`src/rtl/fwd_track_if.sv`:
```
// Decode/pipeline-side bus of the forwarding tracker: decode fields, hazard
// controls, stage data in; forwarding vector/data and writeback out.
interface fwd_track_if;
  logic        Dec_valid;
  logic        Dec_regwrite;
  logic        Dec_memtoreg;
  logic        Dec_halt;
  logic [2:0]  Dec_write_reg;
  logic        Stall;
  logic        Flush;
  logic [15:0] Ex_result;
  logic [15:0] Mem_alu;
  logic [15:0] Mem_rdata;
  logic [11:0] Forwarding_vector;
  logic [47:0] Forwarding_data;
  logic        Wb_regwrite;
  logic [2:0]  Wb_write_reg;
  logic [15:0] Wb_data;
  logic        Load_in_ex;
  logic        Halted;

  modport master (
    output Dec_valid, Dec_regwrite, Dec_memtoreg, Dec_halt, Dec_write_reg,
    output Stall, Flush, Ex_result, Mem_alu, Mem_rdata,
    input  Forwarding_vector, Forwarding_data, Wb_regwrite, Wb_write_reg,
    input  Wb_data, Load_in_ex, Halted
  );

  modport slave (
    input  Dec_valid, Dec_regwrite, Dec_memtoreg, Dec_halt, Dec_write_reg,
    input  Stall, Flush, Ex_result, Mem_alu, Mem_rdata,
    output Forwarding_vector, Forwarding_data, Wb_regwrite, Wb_write_reg,
    output Wb_data, Load_in_ex, Halted
  );
endinterface

```
`src/rtl/fwd_track.sv`:
```
// Tracks EX/MEM/WB destination registers and data for operand forwarding.
// Latency: decode enters EX after one edge; outputs are combinational on stage state.
// No backpressure: Stall/Flush inject an EX bubble; a retired HALT freezes all stages.
module fwd_track (
  input  logic       clk,
  input  logic       rst,
  fwd_track_if.slave bus
);
  typedef struct packed {
    logic       valid;
    logic       regwrite;
    logic       memtoreg;
    logic       halt;
    logic [2:0] rg;
  } stage_t;

  stage_t      ex_q, mem_q, dec_s;
  logic        wb_valid_q, wb_regwrite_q;
  logic [2:0]  wb_reg_q;
  logic [15:0] wb_data_q;
  logic        halted_q;
  logic        take_dec;
  logic [15:0] mem_data;
  logic        v0, v1, v2;

  assign take_dec = bus.Dec_valid & ~bus.Stall & ~bus.Flush;

  // Anything not accepted from decode becomes an all-zero bubble.
  always_comb begin
    dec_s = '0;
    if (take_dec) begin
      dec_s.valid    = 1'b1;
      dec_s.regwrite = bus.Dec_regwrite;
      dec_s.memtoreg = bus.Dec_memtoreg;
      dec_s.halt     = bus.Dec_halt;
      dec_s.rg       = bus.Dec_write_reg;
    end
  end

  assign mem_data = mem_q.memtoreg ? bus.Mem_rdata : bus.Mem_alu;

  always_ff @(posedge clk or posedge rst) begin
    if (rst) begin
      ex_q          <= '0;
      mem_q         <= '0;
      wb_valid_q    <= 1'b0;
      wb_regwrite_q <= 1'b0;
      wb_reg_q      <= 3'd0;
      wb_data_q     <= 16'h0000;
      halted_q      <= 1'b0;
    end else if (!halted_q) begin
      ex_q          <= dec_s;
      mem_q         <= ex_q;
      wb_valid_q    <= mem_q.valid;
      wb_regwrite_q <= mem_q.regwrite;
      wb_reg_q      <= mem_q.rg;
      wb_data_q     <= mem_data;
      halted_q      <= mem_q.valid & mem_q.halt;
    end
  end

  // Loads in EX have no data yet, so v0 excludes them while r0 stays visible.
  assign v0 = ~halted_q & ex_q.valid & ex_q.regwrite & ~ex_q.memtoreg;
  assign v1 = ~halted_q & mem_q.valid & mem_q.regwrite;
  assign v2 = ~halted_q & wb_valid_q & wb_regwrite_q;

  assign bus.Forwarding_vector = halted_q ? 12'h000
                                          : {v2, wb_reg_q, v1, mem_q.rg, v0, ex_q.rg};
  assign bus.Forwarding_data   = {wb_data_q, mem_data, bus.Ex_result};
  assign bus.Wb_regwrite       = v2;
  assign bus.Wb_write_reg      = halted_q ? 3'd0 : wb_reg_q;
  assign bus.Wb_data           = wb_data_q;
  assign bus.Load_in_ex        = ~halted_q & ex_q.valid & ex_q.memtoreg;
  assign bus.Halted            = halted_q;
endmodule

```
`src/flat_wrapper.sv`:
```
// flat-port wrapper written by rule: the top's interface ports become plain ports
module fwd_track_flat 
  (clk, rst, bus_Dec_valid, bus_Dec_regwrite, bus_Dec_memtoreg, bus_Dec_halt, bus_Dec_write_reg, bus_Stall, bus_Flush, bus_Ex_result, bus_Mem_alu, bus_Mem_rdata, bus_Forwarding_vector, bus_Forwarding_data, bus_Wb_regwrite, bus_Wb_write_reg, bus_Wb_data, bus_Load_in_ex, bus_Halted);
  fwd_track_if bus_i ();
  input  logic clk;
  input  logic rst;
  input wire logic [$bits(bus_i.Dec_valid)-1:0] bus_Dec_valid;
  input wire logic [$bits(bus_i.Dec_regwrite)-1:0] bus_Dec_regwrite;
  input wire logic [$bits(bus_i.Dec_memtoreg)-1:0] bus_Dec_memtoreg;
  input wire logic [$bits(bus_i.Dec_halt)-1:0] bus_Dec_halt;
  input wire logic [$bits(bus_i.Dec_write_reg)-1:0] bus_Dec_write_reg;
  input wire logic [$bits(bus_i.Stall)-1:0] bus_Stall;
  input wire logic [$bits(bus_i.Flush)-1:0] bus_Flush;
  input wire logic [$bits(bus_i.Ex_result)-1:0] bus_Ex_result;
  input wire logic [$bits(bus_i.Mem_alu)-1:0] bus_Mem_alu;
  input wire logic [$bits(bus_i.Mem_rdata)-1:0] bus_Mem_rdata;
  output wire logic [$bits(bus_i.Forwarding_vector)-1:0] bus_Forwarding_vector;
  output wire logic [$bits(bus_i.Forwarding_data)-1:0] bus_Forwarding_data;
  output wire logic [$bits(bus_i.Wb_regwrite)-1:0] bus_Wb_regwrite;
  output wire logic [$bits(bus_i.Wb_write_reg)-1:0] bus_Wb_write_reg;
  output wire logic [$bits(bus_i.Wb_data)-1:0] bus_Wb_data;
  output wire logic [$bits(bus_i.Load_in_ex)-1:0] bus_Load_in_ex;
  output wire logic [$bits(bus_i.Halted)-1:0] bus_Halted;
  assign bus_i.Dec_valid = bus_Dec_valid;
  assign bus_i.Dec_regwrite = bus_Dec_regwrite;
  assign bus_i.Dec_memtoreg = bus_Dec_memtoreg;
  assign bus_i.Dec_halt = bus_Dec_halt;
  assign bus_i.Dec_write_reg = bus_Dec_write_reg;
  assign bus_i.Stall = bus_Stall;
  assign bus_i.Flush = bus_Flush;
  assign bus_i.Ex_result = bus_Ex_result;
  assign bus_i.Mem_alu = bus_Mem_alu;
  assign bus_i.Mem_rdata = bus_Mem_rdata;
  assign bus_Forwarding_vector = bus_i.Forwarding_vector;
  assign bus_Forwarding_data = bus_i.Forwarding_data;
  assign bus_Wb_regwrite = bus_i.Wb_regwrite;
  assign bus_Wb_write_reg = bus_i.Wb_write_reg;
  assign bus_Wb_data = bus_i.Wb_data;
  assign bus_Load_in_ex = bus_i.Load_in_ex;
  assign bus_Halted = bus_i.Halted;
  fwd_track u_core (.clk(clk), .rst(rst), .bus(bus_i));
endmodule
```
`config.mk`:
```
export PLATFORM = sky130hd
export DESIGN_NAME = fwd_track_flat
export DESIGN_NICKNAME = d
export VERILOG_FILES = /design/src/rtl/fwd_track_if.sv /design/src/rtl/fwd_track.sv /design/src/flat_wrapper.sv
export SDC_FILE = /design/constraint.sdc
export NUM_CORES = 1
export LEC_CHECK = 0
export BUFFER_PORTS_ARGS = -buffer_cell sky130_fd_sc_hd__buf_4
export CORE_MARGIN = 5
export CORE_UTILIZATION = 41
export CTS_CLUSTER_SIZE = 14
export DETAILED_ROUTE_END_ITERATION = 6
export GPL_ROUTABILITY_DRIVEN = 0
export PLACE_DENSITY = 0.81
export REMOVE_ABC_BUFFERS = 1
export SLEW_MARGIN = 20
export SYNTH_ARGS = -nofsm -noshare
export SYNTH_HDL_FRONTEND = slang
export SYNTH_SLANG_ARGS = --single-unit
```
`constraint.sdc`:
```
create_clock -name clk -period 2.05 [get_ports clk]
set_clock_uncertainty 0.2 [all_clocks]
set_input_delay 0.1025 -clock clk [delete_from_list [all_inputs] [get_ports clk]]
set_output_delay 0.1025 -clock clk [all_outputs]
set_load 0.05 [all_outputs]
```
==> metrics.txt, run 1 <==
area delta synth->final=49.1%; Clk pin slew, worst setup/hold paths=0.07 ns; worst hold-check path type=input port to register; HPWL after DPL=3760 um; Mapped Cells=154; most used cell, CP=mux2_2; CTS root buffer=clkbuf_8; grt met3 use=0.0624; pin count of the biggest net entering global routing=25; Initial Utilization=0.417; n_diodes=0; met2 Use GR=0.292; Distinct cells, synth=18; Hold WS=0.00527 ns; Worst Setup Path Type=register to register; Final Power=4390 uW; vias in the first global route=roughly 1,700; synthesized area=0.00194 mm^2; WP data arrival=roughly 1.9 ns; reg2reg start=u_core.mem_q[4]; CTS Buf Count=5; critical path's top delay family=multiplexers; RSZ-0062 raised after global routing=false; DRT iter0 DRCs=36; Die H=between 70 and 80 um; Die ar.=0.00622 mm^2; Clk Latency, worst-skew pair=0.28 ns; share of cells above drive strength 1=0.622; final instance area=0.00290 mm^2; Ys Warns=0; CTS Buffer Depth=2; Worst VDD drop=929 uV; Final Hold Viols=0; initial antenna violation count=0; Slew Limit Headroom=0.683; depth of the CTS H-tree=2; WP data required=2.02 ns; setup violators final=0; CP startpoint kind=register; Reg2Reg Depth=3; crit path buf inv count=1; FF+latch count, synth=36; fin nets=around 320; register area share after synthesis=0.463; hold path start=bus_Mem_alu[9]; Worst Hold Depth=3; Top-Level Pins=approximately 140; minimum clock period=1.93 ns; CORE AREA=0.00466 mm^2; Max Cap Viol=0; P_leak=0.00152 uW; CP Max Fanout=6; global-route wire length before repair=7960 um; clk sink count=36; setup TNS=0 ns; TritonRoute pass-1 iters=4; CP endpoint kind=register; GR Util met1=0.183; DR vias/cell=4.86; Worst R2R End=u_core.bus.Wb_data[2]; Hold Path End=u_core.bus.Wb_data[9]; DR WL/cell=16.2 um; FMAX=518 MHz; Slowest-stage cell, CP=dlygate4sd3_1; Pwr Density=1510 mW/mm^2; R2R setup slack=0.12 ns; Period Utilization, post-route=0.942; Post-DP Area=0.00255 mm^2; Top Usage Layer GRT=met2; Slew Viols, Final=0; status=finished, final reports clean; CP Cell Sequence=mux2_2 > dlygate4sd3_1 > mux2_2; Filler Cell Count=379; CTS tree=built; Worst Tran Pin Value=0.475 ns; Post-Syn Area per Cell=12.6 um^2; die width=78.9 um; Max stage delay on crit path=between 0.5 and 0.6 ns; site row count=25; grt total ovfl=0; Vias=1,522; # DRC=0; Routed WL=5080 um; gr usage total=0.165; Antenna Nets Post-Route=0; PortBufs=108
logic make-up (layout without fill, tap and decap cells):
logic type / count (synthesis) / in the layout / synth area share
flops: 36 / 36 / 0.463
simple gates: 22 / 22 / 0.0721
mux: 39 / 39 / 0.243
buf+inv: 44 / 149 / 0.167
compound gates: 13 / 13 / 0.0541
how the worst max path moves through the flow:
| stage | startpoint | to | slack (ns) | cells after the start |
|---|---|---|---|---|
| finish | u_core.mem_q[4] | u_core.bus.Wb_data[2] | 0.12 | 3 |
| global route | u_core.mem_q[4] | u_core.bus.Wb_data[2] | 0.07 | 3 |
| CTS | u_core.mem_q[4] | u_core.bus.Wb_data[2] | 0.07 | 3 |
| detailed placement | u_core.mem_q[4] | u_core.bus.Wb_data[4] | 0.42 | 3 |
| global placement | u_core.mem_q[4] | u_core.bus.Wb_data[12] | 0.43 | 3 |
| floorplan | u_core.bus.Halted | bus_Forwarding_vector[3] | -1.07 | 1 |
cell usage in the layout (no fill, tap or decap), types with 2 or more instances in the layout:
cell type,n
a22o_1,6
dfrtp_1,34
mux2_4,9
clkbuf_8,5
nor2b_1,15
dfrtp_2,2
dlygate4sd3_1,27
buf_4,115
nor2_1,2
and3b_1,2
mux2_2,30
a21o_1,7
power by group:
group / internal, uW / switching, uW
Sequential: 942 / 230
Clock: 226 / 222
Combinational: 937 / 1830
Total: 2110 / 2280
layout make-up:
class	instances	area [um^2]	share of cell area
clock buffers	6	72.6	0.0250
flip-flops and latches	36	903	0.312
multi-input cells	74	718	0.248
well taps	54	67.6	0.0233
inverters	1	3.75	0.00129
repair buffers	142	1130	0.391
what timing repair did:
| item | CTS | global route |
|---|---|---|
| gates resized for setup | 0 | 1 |
| endpoints found under the setup margin | 0 | 1 |
| hold buffers | 27 | 0 |
| hold endpoints to repair | 28 | 0 |
| buffers inserted | 0 | 0 |
synthesized netlist by cell type:
| cell | count | area, um^2 |
|---|---|---|
| a21o_1 | 7 | 52.6 |
| a22o_1 | 6 | 52.6 |
| and3b_1 | 2 | 17.5 |
| buf_1 | 1 | 3.75 |
| buf_12 | 1 | 20.0 |
| buf_2 | 4 | 20.0 |
| buf_4 | 35 | 263 |
| buf_6 | 1 | 11.3 |
| clkbuf_1 | 1 | 3.75 |
| dfrtp_1 | 36 | 901 |
| inv_1 | 1 | 3.75 |
| mux2_2 | 30 | 338 |
| mux2_4 | 9 | 135 |
| nand2_1 | 1 | 3.75 |
| nor2_1 | 2 | 7.51 |
| nor2b_1 | 15 | 93.8 |
| nor3b_1 | 1 | 7.51 |
| nor4bb_1 | 1 | 10.0 |
flip-flops by register name, summed over array words and instances, names as in the netlist:
name,count
u_core.ex_q,7
u_core.wb_valid_q,1
u_core.wb_reg_q,3
u_core.bus.Wb_data,16
u_core.mem_q,7
u_core.wb_regwrite_q,1
u_core.bus.Halted,1
metrics by stage:
step	util	instances	setup WS [ns]
after CTS	0.622	313	0.0694
after global placement	0.548	280	0.434
final	0.622	313	0.118
after global routing	0.622	313	0.0664
after detailed placement	0.548	280	0.419
after floorplan	-	111	-1.07
worst reg2reg max path, cell delays in order, from the launching register on:
cell	delay, ns
dfrtp_2	0.44
mux2_2	0.36
dlygate4sd3_1	0.56
mux2_2	0.26
per-layer routing:
metal	up-vias	routed length [um]
li1	698	-
met1	724	1990
met2	93	2520
met3	7	505
met4	0	68
met5	-	0
No activity file was read; power rests on OpenSTA's default activity.
==> run 2, diff against run 1 <==
--- a/config.mk
+++ b/config.mk
@@ -11,6 +11,7 @@
 export CTS_CLUSTER_SIZE = 14
 export DETAILED_ROUTE_END_ITERATION = 6
 export GPL_ROUTABILITY_DRIVEN = 0
+export MAX_ROUTING_LAYER = met4
 export PLACE_DENSITY = 0.81
 export REMOVE_ABC_BUFFERS = 1
 export SLEW_MARGIN = 20
==> metrics.txt, run 2 (synthesized netlist as in run 1, its figures left out) <==
Pwr Density=1510 mW/mm^2 (about the same); Worst VDD drop=931 uV (+0.28%); # DRC=0 (unchanged); vias in the first global route=1,671 (unchanged); R2R setup slack=0.12 ns (about the same); grt total ovfl=0 (unchanged); RSZ-0062 raised after global routing=false; DR WL/cell=16.2 um (-0.22%); CP endpoint kind=register; reg2reg start=u_core.mem_q[4]; hold path start=bus_Mem_alu[9]; combinational share of power=0.631 (about the same); DRT iter0 DRCs=36 (unchanged); site row count=25 (unchanged); CP startpoint kind=register; CORE AREA=0.00466 mm^2 (unchanged); HPWL after DPL=3760 um (unchanged); WP data arrival=1.90 ns (about the same); Period Utilization, post-route=0.942 (about the same); Initial Utilization=0.417 (unchanged); final core utilization=0.622 (unchanged); Top Usage Layer GRT=met2; Clk Latency, worst-skew pair=0.28 ns (about the same); setup TNS=0 ns (unchanged); crit path buf inv count=1 (unchanged); WP data required=2.02 ns (about the same); Clk pin slew, worst setup/hold paths=0.07 ns (about the same); final setup margin=0.118 ns (-0.000132 ns); status=finished, final reports clean; Slew Viols, Final=0 (unchanged); commonest non-fill, non-tap cell in the layout=buf_4; most used cell, CP=mux2_2; Pint=2110 uW (about the same); Antenna Nets Post-Route=0 (unchanged); share of cells above drive strength 1=0.622 (unchanged); Worst Hold Depth=3 (unchanged); initial antenna violation count=0 (unchanged); number of placed instances, taps included=280 (unchanged); CTS tree=built; Vias=1,535 (+0.85%); clk sink count=36 (unchanged); die width=78.9 um (unchanged); Max stage delay on crit path=0.56 ns (about the same); Max Cap Viol=0 (unchanged); GR Util met1=0.188 (+0.00508); P_leak=0.00152 uW (unchanged); minimum clock period=1.93 ns (+0.000132 ns); Hold Path End=u_core.bus.Wb_data[9]; TritonRoute pass-1 iters=4 (unchanged); commonest non-fill, non-tap cells in the layout=buf_4, dfrtp_1, mux2_2, dlygate4sd3_1, nor2b_1; pin count of the biggest net entering global routing=25 (unchanged); area delta synth->final=49.1% (unchanged); Slew Limit Headroom=0.683 (about the same); Worst Setup Path Type=register to register; grt met3 use=0.0544 (-0.00794); Final Power=4390 uW (about the same); Slowest-stage cell, CP=dlygate4sd3_1; Die ar.=0.00622 mm^2 (unchanged); CTS Buf Count=5 (unchanged); n_diodes=0 (unchanged); CP Max Fanout=6 (unchanged); Worst R2R End=u_core.bus.Wb_data[2]; DR vias/cell=4.90 (+0.85%); CP Cell Sequence=mux2_2 > dlygate4sd3_1 > mux2_2; Reg2Reg Depth=3 (unchanged); Clock Power Share=0.102 (about the same); met2 Use GR=0.290 (-0.00170); worst hold-check path type=input port to register; Die H=78.9 um (unchanged); global-route wire length before repair=7930 um (-0.34%); depth of the CTS H-tree=2 (unchanged); Worst Tran Pin Value=0.475 ns (+0.0000101 ns); fin nets=319 (unchanged); CTS Buffer Depth=2 (unchanged); sequential share of power=0.267 (about the same); Top-Level Pins=141 (unchanged); setup violators final=0 (unchanged); critical path's top delay family=multiplexers; Filler Cell Count=379 (unchanged); pre-CTS worst setup slack=0.419 ns (unchanged); Non-Filler Instances=313 (unchanged); max FFs per register=16 (unchanged); gr usage total=0.169 (+0.00401); Routed WL=5070 um (-0.22%); Psw=2280 uW (about the same); FMAX=518 MHz (about the same); Final Hold Viols=0 (unchanged); CTS root buffer=clkbuf_8; Sw Ratio=0.520 (about the same); PortBufs=108 (unchanged)
run 2: cell counts in the layout (fill, tap and decap cells not counted):
No cell type changed its count.
run 2: worst register-to-register path: cells and delay by family, from the launching register on:
kind     cells  cell delay, ns
flops        1            0.44
mux          2            0.62
buf+inv      1            0.56
run 2: worst max path at each step:
stage	from	end	slack [ns]	cells past startpoint
after global routing	u_core.mem_q[4]	u_core.bus.Wb_data[2]	0.07	3
after CTS	u_core.mem_q[4]	u_core.bus.Wb_data[2]	0.07	3
final	u_core.mem_q[4]	u_core.bus.Wb_data[2]	0.12	3
after global placement	u_core.mem_q[4]	u_core.bus.Wb_data[12]	0.43	3
after detailed placement	u_core.mem_q[4]	u_core.bus.Wb_data[4]	0.42	3
after floorplan	u_core.bus.Halted	bus_Forwarding_vector[3]	-1.07	1
run 2: metal layers:
| layer | wire, um | vias to the layer above | part of all wire |
|---|---|---|---|
| met5 | 0 | - | 0 |
| met4 | 63 | 0 | 0.012 |
| met3 | 447 | 7 | 0.088 |
| met2 | 2530 | 94 | 0.50 |
| met1 | 2030 | 737 | 0.40 |
| li1 | - | 697 | - |
run 2: cell type report:
cell class,count,area (um^2),area share
sequential,36,903,0.312
clock buffer,6,72.6,0.0250
multi-input combinational,74,718,0.248
inverter,1,3.75,0.00129
timing repair buffer,142,1130,0.391
tap,54,67.6,0.0233
run 2: power by group through the flow:
stage	Combinational (uW)	Clock, uW	Sequential [uW]
floorplan	748	0	2290
global placement	2710	0	1170
detailed placement	2730	0	1180
CTS	2780	460	1170
global route	2870	497	1220
finish	2770	447	1170
run 2: through the flow:
stage               hold slack [ns]  area, um^2
CTS                        0.000144        2900
global placement            -0.0363        2550
global route                0.00287        2900
finish                      0.00418        2900
detailed placement          -0.0306        2550
floorplan                   0.00500        1620
run 2: what timing repair did:
item | 4_1_cts | 5_1_grt
resized for setup | 0 | 1
endpoints found under the hold margin | 28 | 0
setup endpoints to repair | 0 | 1
hold buffers | 27 | 0
setup buffers | 0 | 0
==> run 3, diff against run 2 <==
--- a/config.mk
+++ b/config.mk
@@ -5,14 +5,14 @@
 export SDC_FILE = /design/constraint.sdc
 export NUM_CORES = 1
 export LEC_CHECK = 0
-export BUFFER_PORTS_ARGS = -buffer_cell sky130_fd_sc_hd__buf_4
 export CORE_MARGIN = 5
-export CORE_UTILIZATION = 41
+export CORE_UTILIZATION = 62
 export CTS_CLUSTER_SIZE = 14
 export DETAILED_ROUTE_END_ITERATION = 6
+export DONT_BUFFER_PORTS = 1
 export GPL_ROUTABILITY_DRIVEN = 0
 export MAX_ROUTING_LAYER = met4
-export PLACE_DENSITY = 0.81
+export PLACE_DENSITY = 0.78
 export REMOVE_ABC_BUFFERS = 1
 export SLEW_MARGIN = 20
 export SYNTH_ARGS = -nofsm -noshare
==> metrics.txt, run 3 (synthesized netlist as in run 1, its figures left out) <==
Hold Path End=bus_Forwarding_data[3]; Worst VDD drop=906 uV (-2.8%); Pint=1850 uW (-12%); combinational share of power=0.550 (-0.081); minimum clock period=1.99 ns (+0.0563 ns); Final Hold Viols=0 (unchanged); fin nets=270 (-15%); commonest non-fill, non-tap cells in the layout=buf_4, dlygate4sd3_1, dfrtp_1, mux2_2, nor2b_1; hold path start=bus_Ex_result[3]; CTS Buffer Depth=2 (unchanged); Pwr Density=1610 mW/mm^2 (+6.4%); PortBufs=0 (-100%); setup violators final=0 (unchanged); Psw=2300 uW (+0.90%); Post-DP Area=0.00207 mm^2 (-19%); Clock Power Share=0.099 (-0.003); reg2reg start=u_core.mem_q[4]; Routed WL=5890 um (+16%); WP data arrival=2.00 ns (+0.10 ns); Filler Cell Count=164 (-57%); Worst Tran Pin Value=0.559 ns (+0.0839 ns); Antenna Nets Post-Route=0 (unchanged); Reg2Reg Depth=3 (unchanged); Worst Hold Depth=0 (-3); Max Cap Viol=0 (unchanged); CP endpoint kind=register; share of cells above drive strength 1=0.479 (-0.143); final instance area=0.00258 mm^2 (-11%); CP Max Fanout=6 (unchanged); depth of the CTS H-tree=2 (unchanged); CTS Buf Count=5 (unchanged); CTS tree=built; Initial Utilization=0.642 (+0.225); Die ar.=0.00436 mm^2 (-30%); Top-Level Pins=141 (unchanged); clk sink count=36 (unchanged); gr usage total=0.291 (+0.122); Period Utilization, post-route=0.970 (+0.0274); CTS root buffer=clkbuf_4; global-route wire length before repair=8810 um (+11%); Slew Viols, Final=0 (unchanged); R2R setup slack=0.06 ns (-0.06 ns); # DRC=0 (unchanged); Vias=1,384 (-9.8%); DRT iter0 DRCs=43 (+19%); FMAX=503 MHz (-2.8%); sequential share of power=0.351 (+0.084); HPWL after DPL=3620 um (-3.6%); RSZ-0062 raised after global routing=false; Slew Limit Headroom=0.627 (-0.0556); DR vias/cell=5.43 (+11%); area delta synth->final=32.7%; Worst Setup Path Type=register to register; Clk pin slew, worst setup/hold paths=0.10 ns (+0.03 ns); initial antenna violation count=0 (unchanged); setup TNS=0 ns (unchanged); CORE AREA=0.00303 mm^2 (-35%); commonest non-fill, non-tap cell in the layout=buf_4; status=finished, final reports clean; grt total ovfl=0 (unchanged); CP startpoint kind=register; max FFs per register=16 (unchanged); TritonRoute pass-1 iters=4 (unchanged); site row count=20 (-20%); Die H=66 um (-16%); Sw Ratio=0.555 (+0.0344); pin count of the biggest net entering global routing=37 (+48%); worst hold-check path type=input port to output port; P_leak=0.00128 uW (-16%); WP data required=2.06 ns (+0.04 ns); die width=66 um (-16%); DR WL/cell=23.1 um (+43%); vias in the first global route=1,602 (-4.1%); n_diodes=0 (unchanged); Worst R2R End=u_core.bus.Wb_data[0]; Clk Latency, worst-skew pair=0.32 ns (+0.04 ns)
## run 3: cell types whose count changed in the layout (fill, tap and decap cells not counted), moves of 3 or more
cell,previous run,this run
clkbuf_4,0,5
clkbuf_8,5,2
dlygate4sd3_1,27,44
nor2b_1,15,12
buf_4,115,48
nor2b_2,0,3
## run 3: power groups by stage
stage | sequential (uW) | clock (uW) | combinational [uW]
global placement | 1440 | 0 | 2140
floorplan | 2290 | 0 | 748
detailed placement | 1460 | 0 | 2170
CTS | 1440 | 424 | 2250
global route | 1490 | 456 | 2380
finish | 1460 | 410 | 2280
## run 3: area by class of cell
type                       instances  area, um^2  share of cell area
inverter                           1        3.75             0.00145
multi-input combinational         74         732               0.284
clock buffer                       7        65.1              0.0252
sequential                        36         903               0.350
tap                               44        55.1              0.0213
timing repair buffer              93         821               0.318
## run 3: metrics by stage
step	setup slack, ns	hold WS, ns	instances	utilization	total power (uW)
global route	0.000656	0.00530	255	0.852	4320
finish	0.0619	0.00507	255	0.852	4150
CTS	0.0353	0.00534	255	0.852	4120
global placement	0.443	-0.0921	204	0.685	3570
floorplan	-1.07	0.00500	111	-	3040
detailed placement	0.397	-0.0757	204	0.685	3630
## run 3: routing by layer
layer	GRT usage	part of all wire
met1	0.301	0.38
met5	-	0
met3	0.162	0.13
met2	0.479	0.48
met4	0.0761	0.019
## run 3: what timing repair did
item                                   4_1_cts  5_1_grt
setup buffers                                0        0
setup endpoints to repair                    0        4
resized for setup                            0        1
hold buffers                                44        0
endpoints found under the hold margin       59        0
## run 3: how the worst max path moves through the flow
stage                                 start                  endpoint  slack [ns]  depth (start not counted)
final                       u_core.mem_q[4]     u_core.bus.Wb_data[0]        0.06                          3
after global routing      u_core.bus.Halted       bus_Wb_write_reg[1]      0.0007                          3
after CTS                   u_core.mem_q[4]     u_core.bus.Wb_data[2]        0.04                          3
after detailed placement  u_core.bus.Halted     u_core.bus.Wb_data[6]        0.40                          2
after global placement    u_core.bus.Halted     u_core.bus.Wb_data[1]        0.44                          2
after floorplan           u_core.bus.Halted  bus_Forwarding_vector[3]       -1.07                          1
## run 3: critical path, cell delays in order, from the launching register on
cell and delay (ns):
dfrtp_2 0.46, mux2_2 0.38, dlygate4sd3_1 0.58, mux2_2 0.27
